<file path="src/rtl/conv1_relu_maxpool_pkg.sv">
// Shared constants for the first CNN layer and the pooling stage.
package conv1_relu_maxpool_pkg;

    // Layer dimensions shared across the CNN datapath
    localparam int CONV1_OUT_W   = 24;
    localparam int CONV1_OUT_H   = 24;
    localparam int CONV1_CH      = 3;
    localparam int CONV_ACC_BITS = 12;
    localparam int POOL1_OUT_W   = CONV1_OUT_W / 2;
    localparam int POOL1_OUT_H   = CONV1_OUT_H / 2;

    // Address width helper that never collapses to zero bits
    function automatic int clog2_min1(input int n);
        return (n <= 2) ? 1 : $clog2(n);
    endfunction

endpackage

</file>
<file path="src/rtl/conv1_relu_maxpool_half_row_buf.sv">
// Half-row buffer: holds the horizontal max of each even-row pixel pair
// until the matching odd-row pair arrives. Synchronous write, async read,
// no reset (every entry is written before it is read).
module pool_half_row_buf #(
    parameter int DEPTH     = 12,
    parameter int DATA_BITS = 12,
    parameter int AW        = 4
) (
    input  logic                 clk,
    input  logic                 we_i,
    input  logic [AW-1:0]        addr_i,
    input  logic [DATA_BITS-1:0] wdata_i,
    output logic [DATA_BITS-1:0] rdata_o
);

    logic [DATA_BITS-1:0] mem_q [DEPTH];

    // Store the even-row horizontal max at its pair slot
    always_ff @(posedge clk) begin
        if (we_i) mem_q[addr_i] <= wdata_i;
    end

    assign rdata_o = mem_q[addr_i];

endmodule

</file>
<file path="src/rtl/conv1_relu_maxpool.sv">
// ReLU + 2x2 stride-2 max pooling on the 3-channel conv1 stream.
// One half-row buffer per channel; output strobes one cycle after the
// bottom-right pixel of each window.
// Optional: define CONV1_POOL_FRAME_DONE_EN to add a frame_done pulse
// aligned with the last window's valid_out.
module conv1_relu_maxpool
    import conv1_relu_maxpool_pkg::*;
#(
    parameter int IN_WIDTH  = CONV1_OUT_W,
    parameter int IN_HEIGHT = CONV1_OUT_H,
    parameter int DATA_BITS = CONV_ACC_BITS
) (
    input  logic                 clk,
    input  logic                 rst,
    input  logic                 valid_in,
    input  logic [DATA_BITS-1:0] conv_in_1,
    input  logic [DATA_BITS-1:0] conv_in_2,
    input  logic [DATA_BITS-1:0] conv_in_3,
    output logic [DATA_BITS-1:0] pool_out_1,
    output logic [DATA_BITS-1:0] pool_out_2,
    output logic [DATA_BITS-1:0] pool_out_3,
    output logic                 valid_out
`ifdef CONV1_POOL_FRAME_DONE_EN
    ,
    output logic                 frame_done
`endif
);

    localparam int NCH  = CONV1_CH;
    localparam int HALF = IN_WIDTH / 2;
    localparam int CW   = clog2_min1(IN_WIDTH);
    localparam int RW   = clog2_min1(IN_HEIGHT);
    localparam int AW   = clog2_min1(HALF);

    if ((IN_WIDTH % 2) != 0) begin : g_bad_width
        $error("conv1_relu_maxpool: IN_WIDTH must be even");
    end
    if ((IN_HEIGHT % 2) != 0) begin : g_bad_height
        $error("conv1_relu_maxpool: IN_HEIGHT must be even");
    end

    logic [CW-1:0] col_q, col_d;
    logic [RW-1:0] row_q, row_d;
    logic          valid_q;

    logic [NCH-1:0][DATA_BITS-1:0] x, r, h, p, buf_rd;
    logic [NCH-1:0][DATA_BITS-1:0] left_q, pool_q;

    logic          last_col, last_row, win_done, buf_we;
    logic [AW-1:0] buf_addr;

    assign x        = {conv_in_3, conv_in_2, conv_in_1};
    assign last_col = (col_q == CW'(IN_WIDTH - 1));
    assign last_row = (row_q == RW'(IN_HEIGHT - 1));
    // Odd column on odd row = bottom-right pixel of a 2x2 window
    assign win_done = valid_in & col_q[0] & row_q[0];
    assign buf_we   = valid_in & col_q[0] & ~row_q[0];
    assign buf_addr = AW'(col_q >> 1);

    // Per-channel ReLU, horizontal max, vertical max and row buffer
    for (genvar c = 0; c < NCH; c++) begin : g_ch
        assign r[c] = x[c][DATA_BITS-1] ? '0 : x[c];
        assign h[c] = (left_q[c] >= r[c]) ? left_q[c] : r[c];
        assign p[c] = (h[c] >= buf_rd[c]) ? h[c] : buf_rd[c];

        pool_half_row_buf #(
            .DEPTH    (HALF),
            .DATA_BITS(DATA_BITS),
            .AW       (AW)
        ) u_buf (
            .clk    (clk),
            .we_i   (buf_we),
            .addr_i (buf_addr),
            .wdata_i(h[c]),
            .rdata_o(buf_rd[c])
        );
    end

    // Raster position: advance on accepted pixels, wrap at row/frame end
    always_comb begin
        col_d = col_q;
        row_d = row_q;
        if (valid_in) begin
            if (last_col) begin
                col_d = '0;
                row_d = last_row ? '0 : row_q + RW'(1);
            end else begin
                col_d = col_q + CW'(1);
            end
        end
    end

    // Counters, left-pixel capture and pooled output registers
    always_ff @(posedge clk or posedge rst) begin
        if (rst) begin
            col_q   <= '0;
            row_q   <= '0;
            valid_q <= 1'b0;
            left_q  <= '0;
            pool_q  <= '0;
        end else begin
            col_q   <= col_d;
            row_q   <= row_d;
            valid_q <= win_done;
            if (valid_in && !col_q[0]) left_q <= r;
            if (win_done)              pool_q <= p;
        end
    end

    assign pool_out_1 = pool_q[0];
    assign pool_out_2 = pool_q[1];
    assign pool_out_3 = pool_q[2];
    assign valid_out  = valid_q;

`ifdef CONV1_POOL_FRAME_DONE_EN
    logic frame_done_q;

    // Pulse alongside the strobe of the final window in the frame
    always_ff @(posedge clk or posedge rst) begin
        if (rst) frame_done_q <= 1'b0;
        else     frame_done_q <= win_done & last_col & last_row;
    end

    assign frame_done = frame_done_q;
`endif

endmodule

</file>
<file path="config.mk">
export PLATFORM = sky130hd
export DESIGN_NAME = conv1_relu_maxpool
export DESIGN_NICKNAME = d
export VERILOG_FILES = /design/src/rtl/conv1_relu_maxpool_pkg.sv /design/src/rtl/conv1_relu_maxpool_half_row_buf.sv /design/src/rtl/conv1_relu_maxpool.sv
export SDC_FILE = /design/constraint.sdc
export NUM_CORES = 1
export LEC_CHECK = 0
export CAP_MARGIN = 30
export CORE_UTILIZATION = 44
export CTS_CLUSTER_DIAMETER = 200
export DETAILED_ROUTE_END_ITERATION = 6
export PLACE_DENSITY = 0.66
export SYNTH_ARGS = -nofsm -noshare
export SYNTH_HDL_FRONTEND = slang
export SYNTH_HIERARCHICAL = 1
export SYNTH_SLANG_ARGS = --single-unit
</file>
<file path="constraint.sdc">
create_clock -name clk -period 6.9 [get_ports clk]
set_input_delay 1.725 -clock clk [delete_from_list [all_inputs] [get_ports clk]]
set_output_delay 1.725 -clock clk [all_outputs]
set_load 0.1 [all_outputs]
</file>
==> results of run 1 <==
## synth_stat cells (all sizes together), types with 5 or more instances
master,number
edfxtp,432
mux2i,136
nand2,121
mux2,83
dfrtp,80
inv,75
o21ai,70
ha,68
buf,44
nor2,39
a22o,36
mux4,36
o22ai,36
o31ai,36
nand2b,34
clkbuf,27
a21oi,24
a21o,10
nand3,10
nor2b,10
or2b,10
nor3,9
a211oi,6
nand3b,6
o211ai,6
nand4,5
## logic make-up (layout without fill, tap and decap cells)
logic type                 Yosys count  count (layout)  synth area share
and+or+nand+nor                    251             251           0.05339
AOI/OAI and AO/OA                  231             231           0.07610
buffers and inverters              146             334           0.03600
DFF                                512             512            0.6547
adders and majority gates           68              68           0.03720
other                                1              36         0.0001640
xor gates and xnor gates             3               3          0.001149
muxes                              255             255            0.1413
## cell type report
class                           instances  area share
Sequential cell                       512      0.5639
Multi-Input combinational cell        844      0.2728
Timing Repair Buffer                  159     0.05599
Clock buffer                           67     0.05500
Tap cell                              680     0.03202
Inverter                               75     0.01064
Clock inverter                         33    0.009654
## critical path, stage by stage
cell,delay (ns)
clkdlybuf4s50_1,0.60
nand2b_1,0.30
ha_1,0.35
a21oi_1,0.17
o221ai_1,0.16
a21oi_2,0.37
buf_4,0.29
mux2_2,0.37
inv_1,0.08
ha_1,0.29
nand2b_1,0.10
a21oi_1,0.06
o21ai_0,0.16
a21o_1,0.54
mux2i_1,0.30
o21ai_1,0.07
## final timing paths
| check | from | slack, ns | endpoint | cells after the start |
|---|---|---|---|---|
| hold / removal | pool_out_1[6] | 0.49 | pool_out_1[6] | 2 |
| max in group asynchronous | rst | 4.54 | left_q[6] | 3 |
| setup reg to reg | col_q[2] | 2.52 | pool_out_1[8] | 12 |
| setup / recovery | conv_in_2[11] | 1.39 | pool_out_2[10] | 16 |
| hold reg to reg | pool_out_1[6] | 0.49 | pool_out_1[6] | 2 |
| min in group asynchronous | rst | 1.46 | pool_out_3[2] | 2 |
## metrics by stage
| step | setup WS (ns) | std cells | power [mW] | util | cell area, sq um |
|---|---|---|---|---|---|
| 3_5_place_dp | 0.7677 | 2269 | 8.620 | 0.4840 | 24830 |
| 3_3_place_gp | 0.8161 | 2259 | 8.470 | 0.4812 | 24690 |
| 5_1_grt | 1.023 | 2370 | 11.91 | 0.5179 | 26570 |
| 4_1_cts | 1.375 | 2369 | 11.43 | 0.5175 | 26550 |
| 6_report | 1.391 | 2370 | 11.34 | 0.5179 | 26570 |
| 2_1_floorplan | 1.831 | 1502 | 7.497 | - | 23000 |
## metal layers
metal	share of wire	up-vias	routed length, um	track usage
met5	0	-	0	0
met4	0.020	0	968	0.04656
met3	0.064	78	3138	0.03633
met2	0.46	402	22650	0.2996
met1	0.46	6316	22580	0.2741
li1	-	5899	-	-
## power groups by stage
stage	registers, mW	logic (mW)	clock network [mW]
3_5_place_dp	4.11	4.51	0
2_1_floorplan	4.64	2.85	0
4_1_cts	4.05	4.52	2.86
5_1_grt	4.09	4.85	2.97
6_report	4.05	4.49	2.81
3_3_place_gp	4.15	4.32	0
## state kept, by name, summed over array words and instances (netlist names)
name / count
pool_out_2: 12
col_q: 5
g_ch.u_buf/mem_q: 432
row_q: 5
pool_out_1: 12
pool_out_3: 12
left_q: 33
valid_out: 1
==> impl_metrics.yaml, run 1 <==
timing:
  rsz0062_at_grt: "no"
  slew_headroom: 0.3086
  post-route-period-util: 0.7984
  finalClockSkew_ns: 0.02074
  setup_tns_ns: 0
  post-route-min-period_ns: 5.509
  hold_viol: 0
  worst_pin_slew_ns: 1.034
  maxSlewViolCount: 0
  holdWs_ns: 0.4922
  timing.fmax_ghz: 0.1815
  setup_viol: 0
yosys:
  yosysTopAreaCellShare: 0.5672
  postSynthAreaPerCell_sq_um: 15.59
  synth_flop_cell: "edfxtp_1"
  synth-seq-cells: 512
  yosysWarnings: 6
  synth_seq_area_share: 0.6547
  synth_top_area_cell: "edfxtp_1"
  syn_inst: 1467
  syn-cell-area_sq_um: 22870
  synth_edf_count: 432
  ys_types: 45
  synthTopCellsByArea: "edfxtp_1, dfrtp_1, mux2i_1"
  ys_async_sr_fraction: 0.1563
die:
  rows: 83
  start_util: 0.4458
  die_h_um: 230.0
  pin_count: 76
  core-area_sq_um: 51300
  die-area_sq_um: 52900
  fp.dieW_um: 230.0
global_route:
  grt_pass1_vias: 13240
  antenna_found_initial: 0
  grt_pass1_wl_um: 77460
  grt_util_all_layers: 0.1909
  grt_max_degree: 75
  overflow: 0
final_layout:
  final_nets: 1752
  final_common_cell: "edfxtp_1"
  seqCellArea_sq_um: 14980
  most-common-layout-cells: "edfxtp_1, nand2_1, mux2i_1, dfrtp_1, buf_4"
  drive_above_1_share: 0.2260
  diodes: 0
  nFillCells: 4288
  area_growth_pct: 16.17
  multi_input_area_sq_um: 7247
critical_path:
  critical_path_class: "input pin to register"
  crit_fanout: 14
  start_kind: "input pin"
  endpoint_kind: "register"
  arrival_ns: 5.95
  required_ns: 7.34
routing:
  wl_um: 49340
  dr_total_vias: 12700
  routed_via_density: 5.357
  firstDrtPassIters: 5
  antenna_left: 0
  drtIter0Drc: 1007
  drc: 0
  drt-wirelength-per-cell_um: 20.82
power:
  seqPwrFrac: 0.357
  powerDensity_nw_per_um2: 426.8
  p_leak_nw: 9.800
  internal_power_mw: 7.122
  clockPowerShare: 0.248
  p_sw_mw: 4.218
  comb_power_share: 0.396
  p_sw_frac: 0.3720
  ir_drop_uv: 295.4
clocking:
  ctsResizeCount: 0
  clk-insertion-delay-late_ns: 0.60
  post_cts_buffers: 0
  cts_max_level: 2
  clk_pin_slew_ns: 0.06
  cts_made_buffers: 53
  cts-hold-fix-buffers: 0
  cts-root-buf: "clkbuf_16"
  tritoncts: "yes"
  clkSinkCount: 512
  max-clock-path-buffers: 3
hold_path:
  hold_path.class: "register to register"
placed_design:
  io_buffers: 75
  place.gp.congestion: 0.8094
  hpwlAfterDp_um: 32100
status:
  status: "complete, no violations"
flow_run:
  maxCapViolations: 0
No activity file was read; power rests on OpenSTA's default activity.
==> inputs of run 2 (changes only) <==
- PLACE_DENSITY: 0.66 -> 0.69
- clock period: 6.9 -> 4.65 ns (I/O delays scaled with it)
==> impl_metrics.yaml, run 2 (synthesis gave the netlist of run 1 again) <==
status:
  status: "complete, no violations"
final_layout:
  multi_input_area_sq_um: 7249
  largestRegisters: "g_ch.u_buf/mem_q (432), left_q (33)"
  diodes: 0
  drive_above_1_share: 0.2520
  area_growth_pct: 18.74
  final_common_cell: "edfxtp_1"
  final_nets: 1817
  most-common-layout-cells: "edfxtp_1, buf_4, nand2_1, mux2i_1, dfrtp_1"
  top_register: "g_ch.u_buf/mem_q"
  nFillCells: 4200
  largest_register_ffs: 432
  final_cell_area_sq_um: 27160
  seqCellArea_sq_um: 14980
  fin_cells: 2434
global_route:
  grt_use_met1: 0.2686
  met2_usage: 0.2965
  grt.busiest_layer: "met2"
  grt_util_all_layers: 0.1879
  overflow: 0
  grt_max_degree: 71
  grt_pass1_vias: 13320
  grt_pass1_wl_um: 77140
  gr-usage-met3: 0.03373
  antenna_found_initial: 0
timing:
  worst_pin_slew_ns: 1.018
  post-route-min-period_ns: 4.416
  post-route-period-util: 0.9498
  rsz0062_at_grt: "no"
  holdWs_ns: 0.4832
  maxSlewViolCount: 0
  slew_headroom: 0.3190
  setup_viol: 0
  hold_viol: 0
  finalClockSkew_ns: 0.01505
  timing.fmax_ghz: 0.2264
hold_path:
  hold_path.class: "register to register"
clocking:
  cts-root-buf: "clkbuf_16"
  tritoncts: "yes"
  clkSinkCount: 512
  clk_pin_slew_ns: 0.06
  clk-insertion-delay-late_ns: 0.59
  cts-hold-fix-buffers: 0
  post_cts_buffers: 0
  cts_max_level: 2
  max-clock-path-buffers: 3
  ctsResizeCount: 0
  cts_made_buffers: 52
routing:
  drc: 0
  dr_total_vias: 12930
  antenna_left: 0
  routed_via_density: 5.311
  drt-wirelength-per-cell_um: 20.06
  drtIter0Drc: 949
  firstDrtPassIters: 5
  wl_um: 48820
power:
  p_leak_nw: 10.15
  internal_power_mw: 10.88
  p_sw_mw: 6.351
  clockPowerShare: 0.244
  powerDensity_nw_per_um2: 634.5
  ir_drop_uv: 429.7
  comb_power_share: 0.404
  p_sw_frac: 0.3686
  seqPwrFrac: 0.352
critical_path:
  start_kind: "input pin"
  rrSetupSlack_ns: 0.70
  critical_path_class: "input pin to register"
  arrival_ns: 4.86
  endpoint_kind: "register"
  crit_fanout: 11
  required_ns: 5.09
die:
  start_util: 0.4458
  pin_count: 76
  fp.dieW_um: 230.0
  die-area_sq_um: 52900
  core-area_sq_um: 51300
  die_h_um: 230.0
  rows: 83
flow_run:
  maxCapViolations: 0
placed_design:
  place.gp.congestion: 0.8202
  io_buffers: 75
  place_area_sq_um: 25380
  numPlacedInstances: 2332
  hpwlAfterDp_um: 33240
[run 2: critical path, stage by stage]
cell	delay [ns]
clkdlybuf4s50_1	0.60
nand2b_1	0.27
ha_1	0.33
a21oi_2	0.19
o211ai_1	0.13
a21oi_2	0.23
buf_4	0.22
mux2i_2	0.33
ha_1	0.21
a21o_1	0.12
a211oi_2	0.06
o32ai_1	0.27
a21o_1	0.16
buf_12	0.16
mux2i_1	0.29
o21ai_1	0.08
[run 2: worst paths after layout]
kind,start,endpoint,depth (start not counted)
max in group asynchronous,rst,pool_out_1[5],3
hold / removal,pool_out_1[7],pool_out_1[7],2
setup / recovery,conv_in_2[11],pool_out_2[0],16
setup reg to reg,col_q[3],pool_out_2[0],12
min in group asynchronous,rst,left_q[30],2
hold reg to reg,pool_out_1[7],pool_out_1[7],2
[run 2: layout make-up]
cell class | count | share of cell area
Multi-Input combinational cell | 844 | 0.2669
Sequential cell | 512 | 0.5517
Inverter | 75 | 0.01046
Clock inverter | 23 | 0.008662
Clock buffer | 75 | 0.05561
Tap cell | 680 | 0.03133
Timing Repair Buffer | 225 | 0.07528
[run 2: per-stage QoR]
stage                 util  worst slack, ns  setup TNS [ns]  total power [mW]
detailed placement  0.4948          -0.4116          -7.763             13.10
floorplan                -           0.1432               0             11.13
finish              0.5294           0.2336               0             17.23
global placement    0.4919          -0.3683          -5.439             12.86
global route        0.5294         0.002693               0             18.06
CTS                 0.5288           0.2165               0             17.32
[run 2: power groups by stage]
stage                     Sequential, mW  Combinational (mW)  Clock (mW)
after global routing                6.13                7.46        4.47
after CTS                           6.08                6.96        4.29
after floorplan                     6.89                4.24           0
after detailed placement            6.17                6.93           0
after global placement              6.15                6.71           0
final                               6.06                6.95        4.21
[run 2: layer usage]
metal  vias up  wire [um]  part of all wire
li1       6053          -                 -
met1      6441      22460              0.46
met2       359      22580              0.46
met3        73       2743             0.056
met4         0       1039             0.021
met5         -          0                 0
